### src/rtl/conv_mac_0_pkg.sv
// Shared sizing constants and the ACC/HOLD state encoding for the conv_mac_* family.
// Defaults mirror the layer-0 sizes used by the weight streamer.
package conv_mac_0_pkg;

    localparam int COEFF_WIDTH     = 16;
    localparam int KERN_S_0        = 27;
    localparam int ACT_WIDTH       = 16;
    localparam int ACC_WIDTH       = 40;
    localparam int OUT_WIDTH       = 16;
    localparam int REQUANT_SHIFT_0 = 8;

    localparam int         MAC_STATE_W = 1;
    localparam logic [0:0] MAC_ST_ACC  = 1'b0;
    localparam logic [0:0] MAC_ST_HOLD = 1'b1;

    // A window of one product still needs a one-bit counter.
    function automatic int cnt_width(input int n);
        return (n <= 1) ? 1 : $clog2(n);
    endfunction

endpackage

### src/rtl/conv_mac_0_if.sv
// FIFO-side bundle for conv_mac_0: weight and activation read ports, result write port.
interface conv_mac_0_if
    import conv_mac_0_pkg::*;
#(
    parameter int COEFF_W = COEFF_WIDTH,
    parameter int ACT_W   = ACT_WIDTH,
    parameter int OUT_W   = OUT_WIDTH
);
    // FIFO handshake: a pop happens on a rising edge where *_read=1 while *_empty_n=1
    // (data is *_dout before the edge); a push happens where output_V_write=1 while
    // output_V_full_n=1. Strobes are never raised when the matching flag is low.
    logic [COEFF_W-1:0] weight_V_dout;
    logic               weight_V_empty_n;
    logic               weight_V_read;
    logic [ACT_W-1:0]   input_V_dout;
    logic               input_V_empty_n;
    logic               input_V_read;
    logic [OUT_W-1:0]   output_V_din;
    logic               output_V_full_n;
    logic               output_V_write;

    modport master (
        input  weight_V_dout, weight_V_empty_n, input_V_dout, input_V_empty_n, output_V_full_n,
        output weight_V_read, input_V_read, output_V_din, output_V_write
    );

    modport slave (
        output weight_V_dout, weight_V_empty_n, input_V_dout, input_V_empty_n, output_V_full_n,
        input  weight_V_read, input_V_read, output_V_din, output_V_write
    );

endinterface

### src/rtl/conv_mac_0_requant_sat.sv
// Requantizer: arithmetic right shift (rounds toward -inf) then clamp to the signed OUT_W range.
module conv_mac_0_requant_sat #(
    parameter int ACC_W = 40,
    parameter int OUT_W = 16,
    parameter int SHIFT = 8
) (
    input  logic signed [ACC_W-1:0] i_acc,
    output logic signed [OUT_W-1:0] o_q
);

    localparam logic signed [ACC_W-1:0] MAX_V = {{(ACC_W-OUT_W+1){1'b0}}, {(OUT_W-1){1'b1}}};
    localparam logic signed [ACC_W-1:0] MIN_V = {{(ACC_W-OUT_W+1){1'b1}}, {(OUT_W-1){1'b0}}};

    logic signed [ACC_W-1:0] w_sh;

    assign w_sh = i_acc >>> SHIFT;

    always_comb begin
        o_q = w_sh[OUT_W-1:0];
        if (w_sh > MAX_V)
            o_q = MAX_V[OUT_W-1:0];
        else if (w_sh < MIN_V)
            o_q = MIN_V[OUT_W-1:0];
    end

endmodule

### src/rtl/conv_mac_0.sv
// Layer-0 MAC: pops weight/activation pairs in lockstep, accumulates KERN_S products,
// requantizes and holds the result until the output FIFO accepts it.
module conv_mac_0
    import conv_mac_0_pkg::*;
#(
    parameter int KERN_S  = KERN_S_0,
    parameter int COEFF_W = COEFF_WIDTH,
    parameter int ACT_W   = ACT_WIDTH,
    parameter int ACC_W   = ACC_WIDTH,
    parameter int OUT_W   = OUT_WIDTH,
    parameter int SHIFT   = REQUANT_SHIFT_0
) (
    input  logic                   ap_clk,
    input  logic                   ap_rst_n,
    conv_mac_0_if.master           fifo,
    output logic [MAC_STATE_W-1:0] o_dbg_state
);

    localparam int CNT_W  = cnt_width(KERN_S);
    localparam int PROD_W = COEFF_W + ACT_W;

    logic [MAC_STATE_W-1:0]   r_state;
    logic [CNT_W-1:0]         r_cnt;
    logic signed [ACC_W-1:0]  r_acc;
    logic [OUT_W-1:0]         r_dout;

    logic                     w_fire;
    logic                     w_last;
    logic signed [PROD_W-1:0] w_prod;
    logic signed [ACC_W-1:0]  w_sum;
    logic signed [OUT_W-1:0]  w_q;

    // Strobes are gated by reset so nothing is popped or pushed while held in reset.
    assign w_fire = ap_rst_n && (r_state == MAC_ST_ACC) &&
                    fifo.weight_V_empty_n && fifo.input_V_empty_n;
    assign w_last = (r_cnt == CNT_W'(KERN_S - 1));

    assign w_prod = PROD_W'($signed(fifo.weight_V_dout)) * PROD_W'($signed(fifo.input_V_dout));
    assign w_sum  = ((r_cnt == '0) ? '0 : r_acc) + ACC_W'(w_prod);

    conv_mac_0_requant_sat #(
        .ACC_W (ACC_W),
        .OUT_W (OUT_W),
        .SHIFT (SHIFT)
    ) u_requant (
        .i_acc (w_sum),
        .o_q   (w_q)
    );

    assign fifo.weight_V_read  = w_fire;
    assign fifo.input_V_read   = w_fire;
    assign fifo.output_V_write = ap_rst_n && (r_state == MAC_ST_HOLD) && fifo.output_V_full_n;
    assign fifo.output_V_din   = r_dout;
    assign o_dbg_state         = r_state;

    always_ff @(posedge ap_clk or negedge ap_rst_n) begin
        if (!ap_rst_n) begin
            r_state <= MAC_ST_ACC;
            r_cnt   <= '0;
            r_acc   <= '0;
            r_dout  <= '0;
        end else if (r_state == MAC_ST_ACC) begin
            if (w_fire) begin
                r_acc <= w_sum;
                if (w_last) begin
                    r_cnt   <= '0;
                    r_dout  <= w_q;
                    r_state <= MAC_ST_HOLD;
                end else begin
                    r_cnt <= r_cnt + CNT_W'(1);
                end
            end
        end else if (fifo.output_V_full_n) begin
            r_state <= MAC_ST_ACC;
        end
    end

endmodule

### src/flat_wrapper.sv
// flat-port wrapper written by rule: the top's interface ports become plain ports
module conv_mac_0_flat import conv_mac_0_pkg::*;
#(
    parameter int KERN_S  = KERN_S_0,
    parameter int COEFF_W = COEFF_WIDTH,
    parameter int ACT_W   = ACT_WIDTH,
    parameter int ACC_W   = ACC_WIDTH,
    parameter int OUT_W   = OUT_WIDTH,
    parameter int SHIFT   = REQUANT_SHIFT_0
)
  (ap_clk, ap_rst_n, o_dbg_state, fifo_weight_V_dout, fifo_weight_V_empty_n, fifo_input_V_dout, fifo_input_V_empty_n, fifo_output_V_full_n, fifo_weight_V_read, fifo_input_V_read, fifo_output_V_din, fifo_output_V_write);
  conv_mac_0_if #(.COEFF_W(COEFF_W), .ACT_W(ACT_W), .OUT_W(OUT_W)) fifo_i ();
  input  logic ap_clk;
  input  logic ap_rst_n;
  output logic [MAC_STATE_W-1:0] o_dbg_state;
  input wire logic [$bits(fifo_i.weight_V_dout)-1:0] fifo_weight_V_dout;
  input wire logic [$bits(fifo_i.weight_V_empty_n)-1:0] fifo_weight_V_empty_n;
  input wire logic [$bits(fifo_i.input_V_dout)-1:0] fifo_input_V_dout;
  input wire logic [$bits(fifo_i.input_V_empty_n)-1:0] fifo_input_V_empty_n;
  input wire logic [$bits(fifo_i.output_V_full_n)-1:0] fifo_output_V_full_n;
  output wire logic [$bits(fifo_i.weight_V_read)-1:0] fifo_weight_V_read;
  output wire logic [$bits(fifo_i.input_V_read)-1:0] fifo_input_V_read;
  output wire logic [$bits(fifo_i.output_V_din)-1:0] fifo_output_V_din;
  output wire logic [$bits(fifo_i.output_V_write)-1:0] fifo_output_V_write;
  assign fifo_i.weight_V_dout = fifo_weight_V_dout;
  assign fifo_i.weight_V_empty_n = fifo_weight_V_empty_n;
  assign fifo_i.input_V_dout = fifo_input_V_dout;
  assign fifo_i.input_V_empty_n = fifo_input_V_empty_n;
  assign fifo_i.output_V_full_n = fifo_output_V_full_n;
  assign fifo_weight_V_read = fifo_i.weight_V_read;
  assign fifo_input_V_read = fifo_i.input_V_read;
  assign fifo_output_V_din = fifo_i.output_V_din;
  assign fifo_output_V_write = fifo_i.output_V_write;
  conv_mac_0 #(.KERN_S(KERN_S), .COEFF_W(COEFF_W), .ACT_W(ACT_W), .ACC_W(ACC_W), .OUT_W(OUT_W), .SHIFT(SHIFT)) u_core (.ap_clk(ap_clk), .ap_rst_n(ap_rst_n), .fifo(fifo_i), .o_dbg_state(o_dbg_state));
endmodule
### config.mk
export PLATFORM = sky130hd
export DESIGN_NAME = conv_mac_0_flat
export DESIGN_NICKNAME = d
export VERILOG_FILES = /design/src/rtl/conv_mac_0_pkg.sv /design/src/rtl/conv_mac_0_if.sv /design/src/rtl/conv_mac_0_requant_sat.sv /design/src/rtl/conv_mac_0.sv /design/src/flat_wrapper.sv
export SDC_FILE = /design/constraint.sdc
export NUM_CORES = 1
export LEC_CHECK = 0
export BUFFER_PORTS_ARGS = -buffer_cell sky130_fd_sc_hd__buf_2
export CAP_MARGIN = 10
export CELL_PAD_IN_SITES_DETAIL_PLACEMENT = 2
export CELL_PAD_IN_SITES_GLOBAL_PLACEMENT = 2
export CORE_AREA = 3 3 196 198
export DETAILED_ROUTE_END_ITERATION = 7
export DIE_AREA = 0 0 199 201
export GPL_ROUTABILITY_DRIVEN = 0
export HOLD_SLACK_MARGIN = 0.06
export PLACE_DENSITY_LB_ADDON = 0.1
export SLEW_MARGIN = 20
export SYNTH_ARGS = -nofsm -noshare
export SYNTH_HDL_FRONTEND = slang
export SYNTH_SLANG_ARGS = --single-unit
export TNS_END_PERCENT = 50
### constraint.sdc
create_clock -name ap_clk -period 5.12 [get_ports ap_clk]
set_clock_uncertainty 0.2 [all_clocks]
set_input_delay 0.512 -clock ap_clk [delete_from_list [all_inputs] [get_ports ap_clk]]
set_output_delay 0.512 -clock ap_clk [all_outputs]
set_load 0.1 [all_outputs]
==> results.tsv, run 1 <==
metric	value	unit
Failed at	global routing (5_1_grt)	
# rows	70	
leading area contributor after synthesis	fa_1	
status	did not finish	
count leader, synth	inv_1	
initial antenna violation count	2	
type of pin the worst path ends at	register input	
Clock H-tree levels	3	
Max clock buf depth	2	
HPWL after DPL	52400	um
Gate Count Post-Synth	1755	
post-synthesis cell type count	70	
top cell type's share of synthesized area	0.349	
Post-synth ARST share	1.00	
grt repair worst endpoint	u_core.fifo.output_V_din[0]$_DFFE_PN0P_/D	
CTS Buf Count	9	
buffers added on ports	56	
synthesized area	15100	um2
Synthesis Warnings	0	
sequential fraction of the synthesis area	0.103	
Die Y	201	um
stop err	[ERROR DPL-0033] detailed placement checks failed during check placement.	
Mapped Nets	2180	
FF+latch count, synth	62	
Post-synth EDFFs	0	
clock sinks	62	
Initial Utilization	0.411	
most frequent cells after synthesis	inv_1, fa_1, nand2_1, ha_1, and2_1	
largest net degree at the start of global routing	54	
I/O pin total	57	
ranking of synthesized cells by area	fa_1, ha_1, dfrtp_1	
Die Wd	199	um
CTS root buffer	clkbuf_16	
Most used DFF post-synth	dfrtp_1	
Avg Cell Area, Syn	8.60	um2
logic make-up after synthesis:
group	Yosys count	synth area share
AOI/OAI and AO/OA	252	0.114
xor gates and xnor gates	69	0.0415
adders and majority gates	388	0.453
buffers and inverters	399	0.101
DFF	62	0.103
muxes	1	0.000663
and+or+nand+nor	584	0.188
through the flow:
stage                     worst slack (ns)  instances  instance area (um2)
after floorplan                      -3.37       1755                15500
after global placement               -3.95       2548                18600
after detailed placement             -4.39       2548                18600
after CTS                            -3.68       2600                20100
what timing repair did:
action | 4_1_cts
buffers inserted | 35
setup endpoints to repair | 50
hold buffers | 1
hold endpoints to repair | 12
cloned | 2
pin swaps | 70
gates resized for setup | 204
==> run 2, diff against run 1 <==
CELL_PAD_IN_SITES_DETAIL_PLACEMENT = default   (was 2)
CELL_PAD_IN_SITES_GLOBAL_PLACEMENT = default   (was 2)
CORE_AREA = 3 3 199 201   (was 3 3 196 198)
DIE_AREA = 0 0 202 204   (was 0 0 199 201)
HOLD_SLACK_MARGIN = default   (was 0.06)
PLACE_DENSITY_LB_ADDON = 0.15   (was 0.1)
==> run 2 against run 1 <==
Net effect:
- the flow now finishes, with violations (negative setup slack)
- synthesized area unchanged
- synthesized cell count did not move
==> results.tsv, run 2 <==
metric	value	unit	change
Die Y	204	um	+1.5%
Avg Cell Area, Syn	8.60	um2	unchanged
number of routed nets with antenna violations	0		
worst-path fanout max	8		
DRC errors left	0		
Post-layout nets	2531		
sequential fraction of the synthesis area	0.103		unchanged
starting DRC count in detailed routing	515		
CTS tree	yes		
most frequent cells after synthesis	inv_1, fa_1, nand2_1, ha_1, and2_1		
Max clock buf depth	2		unchanged
Synthesis Warnings	0		unchanged
max-cap check violation count	0		
die area	41200	um2	
number of global-route vias before repair	13800		
Synth-to-Final Area Change	32.9	%	
count leader, synth	inv_1		
Slew @ Worst Pin	0.872	ns	
Post-synth ARST share	1.00		unchanged
FF+latch area	1550	um2	
Top delay family on crit path	adder cells		
WL/cell	14.9	um	
commonest non-fill, non-tap cell in the layout	buf_4		
CP arrival	8.45	ns	
Clock Latency Late Sink	0.34	ns	
fillers	3569		
Post-Route WL	39200	um	
HPWL after DPL	32900	um	-37%
Setup crit end kind	register		
post-synthesis cell type count	70		unchanged
kind of critical path	input pin to register		
Most used DFF post-synth	dfrtp_1		
Final Util	0.531		
largest net degree at the start of global routing	64		
Multi-input gate area	13100	um2	
Slowest-stage cell, CP	fa_1		
Gate Count Post-Synth	1755		unchanged
crit-path most repeated cell	fa_1		
Final min period	8.44	ns	
commonest non-fill, non-tap cells in the layout	buf_4, inv_1, fa_1, nand2_1, and2_1		
Peak Freq	119	MHz	
ranking of synthesized cells by area	fa_1, ha_1, dfrtp_1		
I/O pin total	57		unchanged
Antenna Cells	0		
leading area contributor after synthesis	fa_1		
status	finished, violations left		
top cell type's share of synthesized area	0.349		unchanged
final setup violating endpoints	48		
All-Layer GR Usage	0.202		
final hold vios	0		
FF+latch count, synth	62		unchanged
Pins Over Slew Limit	0		
Pre-antenna DRT Iters	4		
clock sinks	62		unchanged
buffers added on ports	56		unchanged
Fin Setup TNS	-118.93	ns	
vias post-DR	12700		
Max-slew headroom	0.419		
final hold slack	0.153	ns	
Initial Utilization	0.400		-0.0115
CP peak stage delay	0.56	ns	
Post-synth EDFFs	0		unchanged
CORE AREA	37800	um2	
synthesized area	15100	um2	unchanged
clock-pin slew on the worst setup and hold paths	0.07	ns	
HP Class	input pin to register		
# hold bufs at CTS	0		-1
Most flops, register	u_core.r_acc		
worst path required time	5.13	ns	
Die Wd	202	um	+1.5%
Worst Path Buf+Inv	8		
number of flip-flops in the largest register	40		
period utilization	1.65		
Mapped Nets	2180		unchanged
share of layout cells above drive strength 1	0.305		
CTS Buf Count	9		unchanged
Worst Setup Start Kind	input pin		
CTS root buffer	clkbuf_16		
Clock H-tree levels	3		unchanged
first-pass GRT wire length	69200	um	
vias per cell	4.84		
initial antenna violation count	1		
final worst slack	-3.32	ns	
global route overflow	0		
RSZ-0062 raised after global routing	yes		
# rows	71		+1.4%
failing checks	negative setup slack		
-- run 2: worst paths after layout --
check	startpoint	end	slack (ns)	cells past startpoint
setup / recovery	fifo_weight_V_dout[7]	u_core.fifo.output_V_din[2]	-3.32	38
hold / removal	fifo_output_V_full_n	u_core.o_dbg_state	0.15	2
setup reg to reg	u_core.r_cnt[0]	u_core.fifo.output_V_din[2]	0.35	19
hold reg to reg	u_core.r_acc[33]	u_core.r_acc[33]	0.26	2
max in group asynchronous	ap_rst_n	u_core.r_acc[6]	3.91	2
min in group asynchronous	ap_rst_n	u_core.r_acc[36]	0.23	2
-- run 2: through the flow --
stage / area [um2] / setup WS, ns / cells
after CTS: 19700 / -3.37 / 2617
after detailed placement: 18600 / -3.96 / 2583
after global routing: 20000 / -3.77 / 2622
final: 20000 / -3.32 / 2622
after floorplan: 15500 / -3.37 / 1755
after global placement: 18600 / -3.88 / 2582
-- run 2: cell families (layout without fill, tap and decap cells) --
| group | after synthesis | count (layout) | share of synthesized area |
|---|---|---|---|
| compound gates | 252 | 252 | 0.114 |
| xor+xnor | 69 | 69 | 0.0415 |
| fa+ha+maj | 388 | 388 | 0.453 |
| buf+inv | 399 | 755 | 0.101 |
| flops | 62 | 62 | 0.103 |
| mux | 1 | 1 | 0.000663 |
| simple gates | 584 | 584 | 0.188 |
-- run 2: layer usage --
layer / part of all wire / GRT usage
met2: 0.48 / 0.343
met5: 0.00033 / 0
met1: 0.48 / 0.288
met4: 0.014 / 0.0394
met3: 0.027 / 0.0159
-- run 2: repair_timing --
item / in CTS / in global routing
cloned: 1 / 1
resized for setup: 147 / 77
setup buffers: 18 / 7
pin swaps: 90 / 47
endpoints found under the setup margin: 48 / 49
-- run 2: area by class of cell --
type | count | share of cell area
multi-input cells | 1294 | 0.655
repair buffers | 408 | 0.157
flip-flops and latches | 62 | 0.0774
inverters | 331 | 0.0622
well taps | 511 | 0.0319
clock buffers | 10 | 0.0114
clock inverters | 6 | 0.00468
-- run 2: worst reg2reg max path, stage by stage (launching register included) --
cell and delay (ns):
dfrtp_1 0.40, inv_1 0.13, ha_1 0.17, nor4b_2 0.19, buf_4 0.20, buf_4 0.21, nor2b_1 0.07, ha_1 0.33
o21ai_0 0.13, o21a_1 0.21, or3_1 0.43, a31o_2 0.28, a21o_2 0.28, xor2_2 0.17, or3_1 0.38, nor4_2 0.31
buf_4 0.18, a41oi_4 0.13, buf_12 0.18, o22ai_1 0.12
Power of run 2 is left out: the tool's default activity adds up to more than one toggle a clock period on the data nets, which glitch-free logic cannot reach.
==> run 3, diff against run 2 <==
--- a/constraint.sdc
+++ b/constraint.sdc
@@ -3,3 +3,3 @@
 set_input_delay 0.512 -clock ap_clk [delete_from_list [all_inputs] [get_ports ap_clk]]
 set_output_delay 0.512 -clock ap_clk [all_outputs]
-set_load 0.1 [all_outputs]
+set_load 0.02 [all_outputs]
==> run 3 against run 2 <==
Net effect:
- the run still ends with negative setup slack left
- core utilization decreased by 0.13 points
- sequential share of layout area about the same
- non-clock buffer count decreased by 8
- first-iteration DRC count increased by 5.2%
- critical path type unchanged
==> results.tsv, run 3 (synthesis gave the netlist of run 2 again) <==
metric	value	unit	change
Die Y	204	um	unchanged
largest net degree at the start of global routing	64		unchanged
period utilization	1.66		+0.0115
Max clock buf depth	2		unchanged
status	finished, violations left		
DRC errors left	0		unchanged
final worst slack	-3.38	ns	-0.0590 ns
min-delay src	fifo_output_V_full_n		
grt met1 use	0.292		+0.00455
GRT busiest layer	met2		
Die Wd	202	um	unchanged
dpl cell area	18500	um2	-0.26%
Multi-input gate area	13100	um2	about the same
Initial Utilization	0.400		unchanged
vias post-DR	12600		-0.64%
RSZ-0062 raised after global routing	yes		
CTS tree	yes		
max-cap check violation count	0		unchanged
vias per cell	4.82		-0.30%
Global Route met3 Usage	0.0161		+0.000159
RR Startpoint	u_core.r_cnt[0]		
Final min period	8.50	ns	+0.0590 ns
starting DRC count in detailed routing	542		+5.2%
Worst Setup Start Kind	input pin		
Post-layout nets	2523		-0.32%
GR Util met2	0.339		-0.00328
CTS Buf Count	9		unchanged
Fin Setup TNS	-118.64	ns	+0.282 ns
Slew @ Worst Pin	0.857	ns	-0.0146 ns
Peak Freq	118	MHz	-0.69%
CP peak stage delay	0.57	ns	about the same
Antenna Cells	0		unchanged
I/O pin total	57		unchanged
HP Class	input pin to register		
final setup violating endpoints	48		unchanged
share of layout cells above drive strength 1	0.307		+0.00178
Pins Over Slew Limit	0		unchanged
final hold vios	0		unchanged
first-pass GRT wire length	68900	um	-0.56%
CP Launch Point	fifo_input_V_dout[4]		
crit-path most repeated cell	buf_4		
Clock H-tree levels	3		unchanged
clock-pin slew on the worst setup and hold paths	0.05	ns	-0.02 ns
HPWL after DPL	33200	um	+0.94%
Synth-to-Final Area Change	32.5	%	
buffers added on ports	56		unchanged
CORE AREA	37800	um2	unchanged
Slowest-stage cell, CP	fa_2		
# hold bufs at CTS	0		unchanged
commonest non-fill, non-tap cell in the layout	buf_4		
CP arrival	8.50	ns	+0.05 ns
Most flops, register	u_core.r_acc		
Post-Route WL	39600	um	+1.1%
# rows	71		unchanged
All-Layer GR Usage	0.202		-0.000638
Pre-antenna DRT Iters	4		unchanged
number of flip-flops in the largest register	40		unchanged
Max-slew headroom	0.428		+0.00974
worst path required time	5.12	ns	about the same
global route overflow	0		unchanged
fillers	3534		-0.98%
Setup crit end kind	register		
CTS root buffer	clkbuf_16		
clock sinks	62		unchanged
number of routed nets with antenna violations	0		unchanged
final instance area	20000	um2	-0.25%
die area	41200	um2	unchanged
number of global-route vias before repair	13500		-1.6%
WL/cell	15.2	um	+1.4%
kind of critical path	input pin to register		
Clock Latency Late Sink	0.33	ns	about the same
failing checks	negative setup slack		
initial antenna violation count	0		-1
commonest non-fill, non-tap cells in the layout	buf_4, inv_1, fa_1, nand2_1, and2_1		
worst-path fanout max	10		+2
FF+latch area	1550	um2	unchanged
-- run 3: cell count changes in the layout (fill, tap and decap cells not counted), sizes merged --
cell,previous run,this run
clkbuf,12,15
bufinv,2,0
clkinvlp,1,2
buf,406,397
inv,333,331
-- run 3: layout make-up --
cell class / count / share of cell area
clock inverter: 3 / 0.00100
tap: 511 / 0.0320
multi-input combinational: 1294 / 0.657
clock buffer: 12 / 0.0128
inverter: 331 / 0.0623
timing repair buffer: 400 / 0.158
sequential: 62 / 0.0776
-- run 3: final timing paths --
check / cells after the start / slack (ns) / end
min in group asynchronous: 2 / 0.24 / u_core.r_acc[35]
min: 2 / 0.19 / u_core.o_dbg_state
max in group asynchronous: 2 / 3.91 / u_core.r_acc[9]
max reg2reg: 20 / 0.23 / u_core.fifo.output_V_din[6]
max: 36 / -3.38 / u_core.fifo.output_V_din[6]
min reg2reg: 2 / 0.26 / u_core.r_acc[15]
-- run 3: critical path: cells and delay by family --
| kind | cells | cell delay (ns) |
|---|---|---|
| buffers and inverters | 10 | 1.25 |
| AOI/OAI and AO/OA | 8 | 1.59 |
| adders and majority gates | 8 | 3.61 |
| and+or+nand+nor | 8 | 1.20 |
| xor gates and xnor gates | 2 | 0.32 |
-- run 3: metrics by stage --
stage | util | worst slack, ns | cells | hold slack (ns)
6_report | 0.530 | -3.38 | 2613 | 0.186
5_1_grt | 0.530 | -3.79 | 2613 | 0.213
4_1_cts | 0.521 | -3.35 | 2606 | 0.184
3_5_place_dp | 0.490 | -3.89 | 2576 | 0.248
3_3_place_gp | 0.490 | -3.88 | 2576 | 0.246
2_1_floorplan | - | -3.37 | 1755 | 0.0164
-- run 3: timing repair --
item                       4_1_cts  5_1_grt
setup buffers                   15        7
cloned                           2        0
pin swaps                       93       79
setup endpoints to repair       48       49
gates resized for setup        158       83
-- run 3: routing by layer --
| metal | wire [um] | share of wire |
|---|---|---|
| met2 | 19200 | 0.48 |
| met1 | 19100 | 0.48 |
| met4 | 385 | 0.0097 |
| met5 | 0 | 0 |
| met3 | 951 | 0.024 |
Power of run 3 is left out for the same reason.
==> run 4, diff against run 3 <==
CORE_AREA = 2 2 198 200   (was 3 3 199 201)
DIE_AREA = 0 0 200 202   (was 0 0 202 204)
==> run 4 against run 3 <==
Net effect:
- the run still ends with negative setup slack left
- sequential cell count is the same
- count of clock-buffer cells in the layout down 2
- sequential share of layout area down 0.078 points
- register-to-register slack improved by 0.03 ns
- die area decreased by 2.0%
- first-iteration DRC count decreased by 8.5%
- global-route usage is 0.85 points higher
- critical endpoint is now u_core.fifo.output_V_din[7]
==> results.tsv, run 4 (synthesis gave the netlist of run 2 again) <==
metric	value	unit	change
buffers added on ports	56		unchanged
max-cap check violation count	0		unchanged
global route overflow	0		unchanged
I/O pin total	57		unchanged
Synth-to-Final Area Change	33.9	%	
CP peak stage delay	0.56	ns	about the same
final setup violating endpoints	48		unchanged
Final min period	8.57	ns	+0.0729 ns
starting DRC count in detailed routing	496		-8.5%
number of routed nets with antenna violations	0		unchanged
Pre-antenna DRT Iters	5		+1
clock sinks	62		unchanged
crit-path most repeated cell	fa_1		
Post-Route WL	39300	um	-0.78%
DRC errors left	0		unchanged
first-pass GRT wire length	69100	um	+0.29%
# rows	72		+1.4%
Slowest-stage cell, CP	fa_2		
period utilization	1.67		+0.0142
clock-pin slew on the worst setup and hold paths	0.05	ns	about the same
status	finished, violations left		
HP Class	input pin to register		
kind of critical path	input pin to register		
CP arrival	8.57	ns	+0.07 ns
RSZ-0062 raised after global routing	yes		
vias per cell	4.80		-0.36%
Most flops, register	u_core.r_acc		
Pins Over Slew Limit	0		unchanged
HPWL after DPL	32800	um	-1.2%
CORE AREA	38300	um2	+1.4%
CTS Buf Count	9		unchanged
commonest non-fill, non-tap cells in the layout	buf_4, inv_1, fa_1, nand2_1, and2_1		
Max-slew headroom	0.441		+0.0129
Die Y	202	um	-0.98%
die area	40400	um2	-2.0%
Slew @ Worst Pin	0.838	ns	-0.0193 ns
Peak Freq	117	MHz	-0.85%
final hold vios	0		unchanged
vias post-DR	12600		+0.25%
CTS tree	yes		
final worst slack	-3.45	ns	-0.0729 ns
number of flip-flops in the largest register	40		unchanged
# hold bufs at CTS	0		unchanged
initial antenna violation count	0		unchanged
commonest non-fill, non-tap cell in the layout	buf_4		
failing checks	negative setup slack		
Clock H-tree levels	3		unchanged
Clock Latency Late Sink	0.34	ns	about the same
Initial Utilization	0.394		-0.00555
RR Startpoint	u_core.r_cnt[0]		
Die Wd	200	um	-0.99%
number of global-route vias before repair	13600		+0.64%
Setup crit end kind	register		
CP Launch Point	fifo_weight_V_dout[7]		
min-delay src	fifo_output_V_full_n		
Post-layout nets	2531		+0.32%
Max clock buf depth	2		unchanged
largest net degree at the start of global routing	64		unchanged
CTS root buffer	clkbuf_16		
final hold slack	0.169	ns	-0.0167 ns
All-Layer GR Usage	0.210		+0.00854
share of layout cells above drive strength 1	0.306		-0.000361
Worst Setup Start Kind	input pin		
Antenna Cells	0		unchanged
WL/cell	14.9	um	-1.4%
Final Util	0.528		-0.00203
worst-path fanout max	7		-3
worst path required time	5.12	ns	about the same
## run 4: stage by stage
step | setup TNS (ns) | setup WS, ns | std cells | cell area, um2
floorplan | -111.03 | -3.37 | 1755 | 15500
global placement | -148.25 | -3.99 | 2587 | 18600
detailed placement | -146.83 | -3.95 | 2587 | 18600
CTS | -120.55 | -3.38 | 2615 | 19600
global route | -137.14 | -3.76 | 2629 | 20200
finish | -121.85 | -3.45 | 2629 | 20200
## run 4: critical path, delay by kind of cell
family / cells / cell delay, ns
fa+ha+maj: 8 / 3.57
xor+xnor: 1 / 0.17
compound gates: 11 / 1.86
buf+inv: 9 / 0.85
simple gates: 8 / 1.60
## run 4: worst paths after layout
| path | end | slack [ns] | depth (start not counted) |
|---|---|---|---|
| setup reg to reg | u_core.fifo.output_V_din[7] | 0.26 | 20 |
| min in group asynchronous | u_core.r_cnt[2] | 0.21 | 2 |
| hold reg to reg | u_core.r_acc[8] | 0.26 | 2 |
| setup / recovery | u_core.fifo.output_V_din[7] | -3.45 | 37 |
| max in group asynchronous | u_core.r_acc[3] | 3.94 | 2 |
| hold / removal | u_core.o_dbg_state | 0.17 | 2 |
## run 4: final cells by class
cell class / instances / area, um2
Clock buffer: 10 / 239
Fill cell: 3578 / 18100
Inverter: 331 / 1240
Timing Repair Buffer: 408 / 3230
Sequential cell: 62 / 1550
Multi-Input combinational cell: 1294 / 13200
Tap cell: 518 / 648
Clock inverter: 6 / 109
## run 4: layer usage
| layer | GRT usage | up-vias | share of wire |
|---|---|---|---|
| li1 | - | 6180 | - |
| met1 | 0.308 | 6252 | 0.48 |
| met2 | 0.349 | 167 | 0.48 |
| met3 | 0.0120 | 33 | 0.025 |
| met4 | 0.0344 | 0 | 0.011 |
| met5 | 0 | - | 0 |
## run 4: repair_timing
action,in CTS,in global routing
setup endpoints to repair,49,49
resized for setup,129,104
gates cloned,2,1
pin swaps,79,60
setup buffers,12,13
Power of run 4 is left out for the same reason.
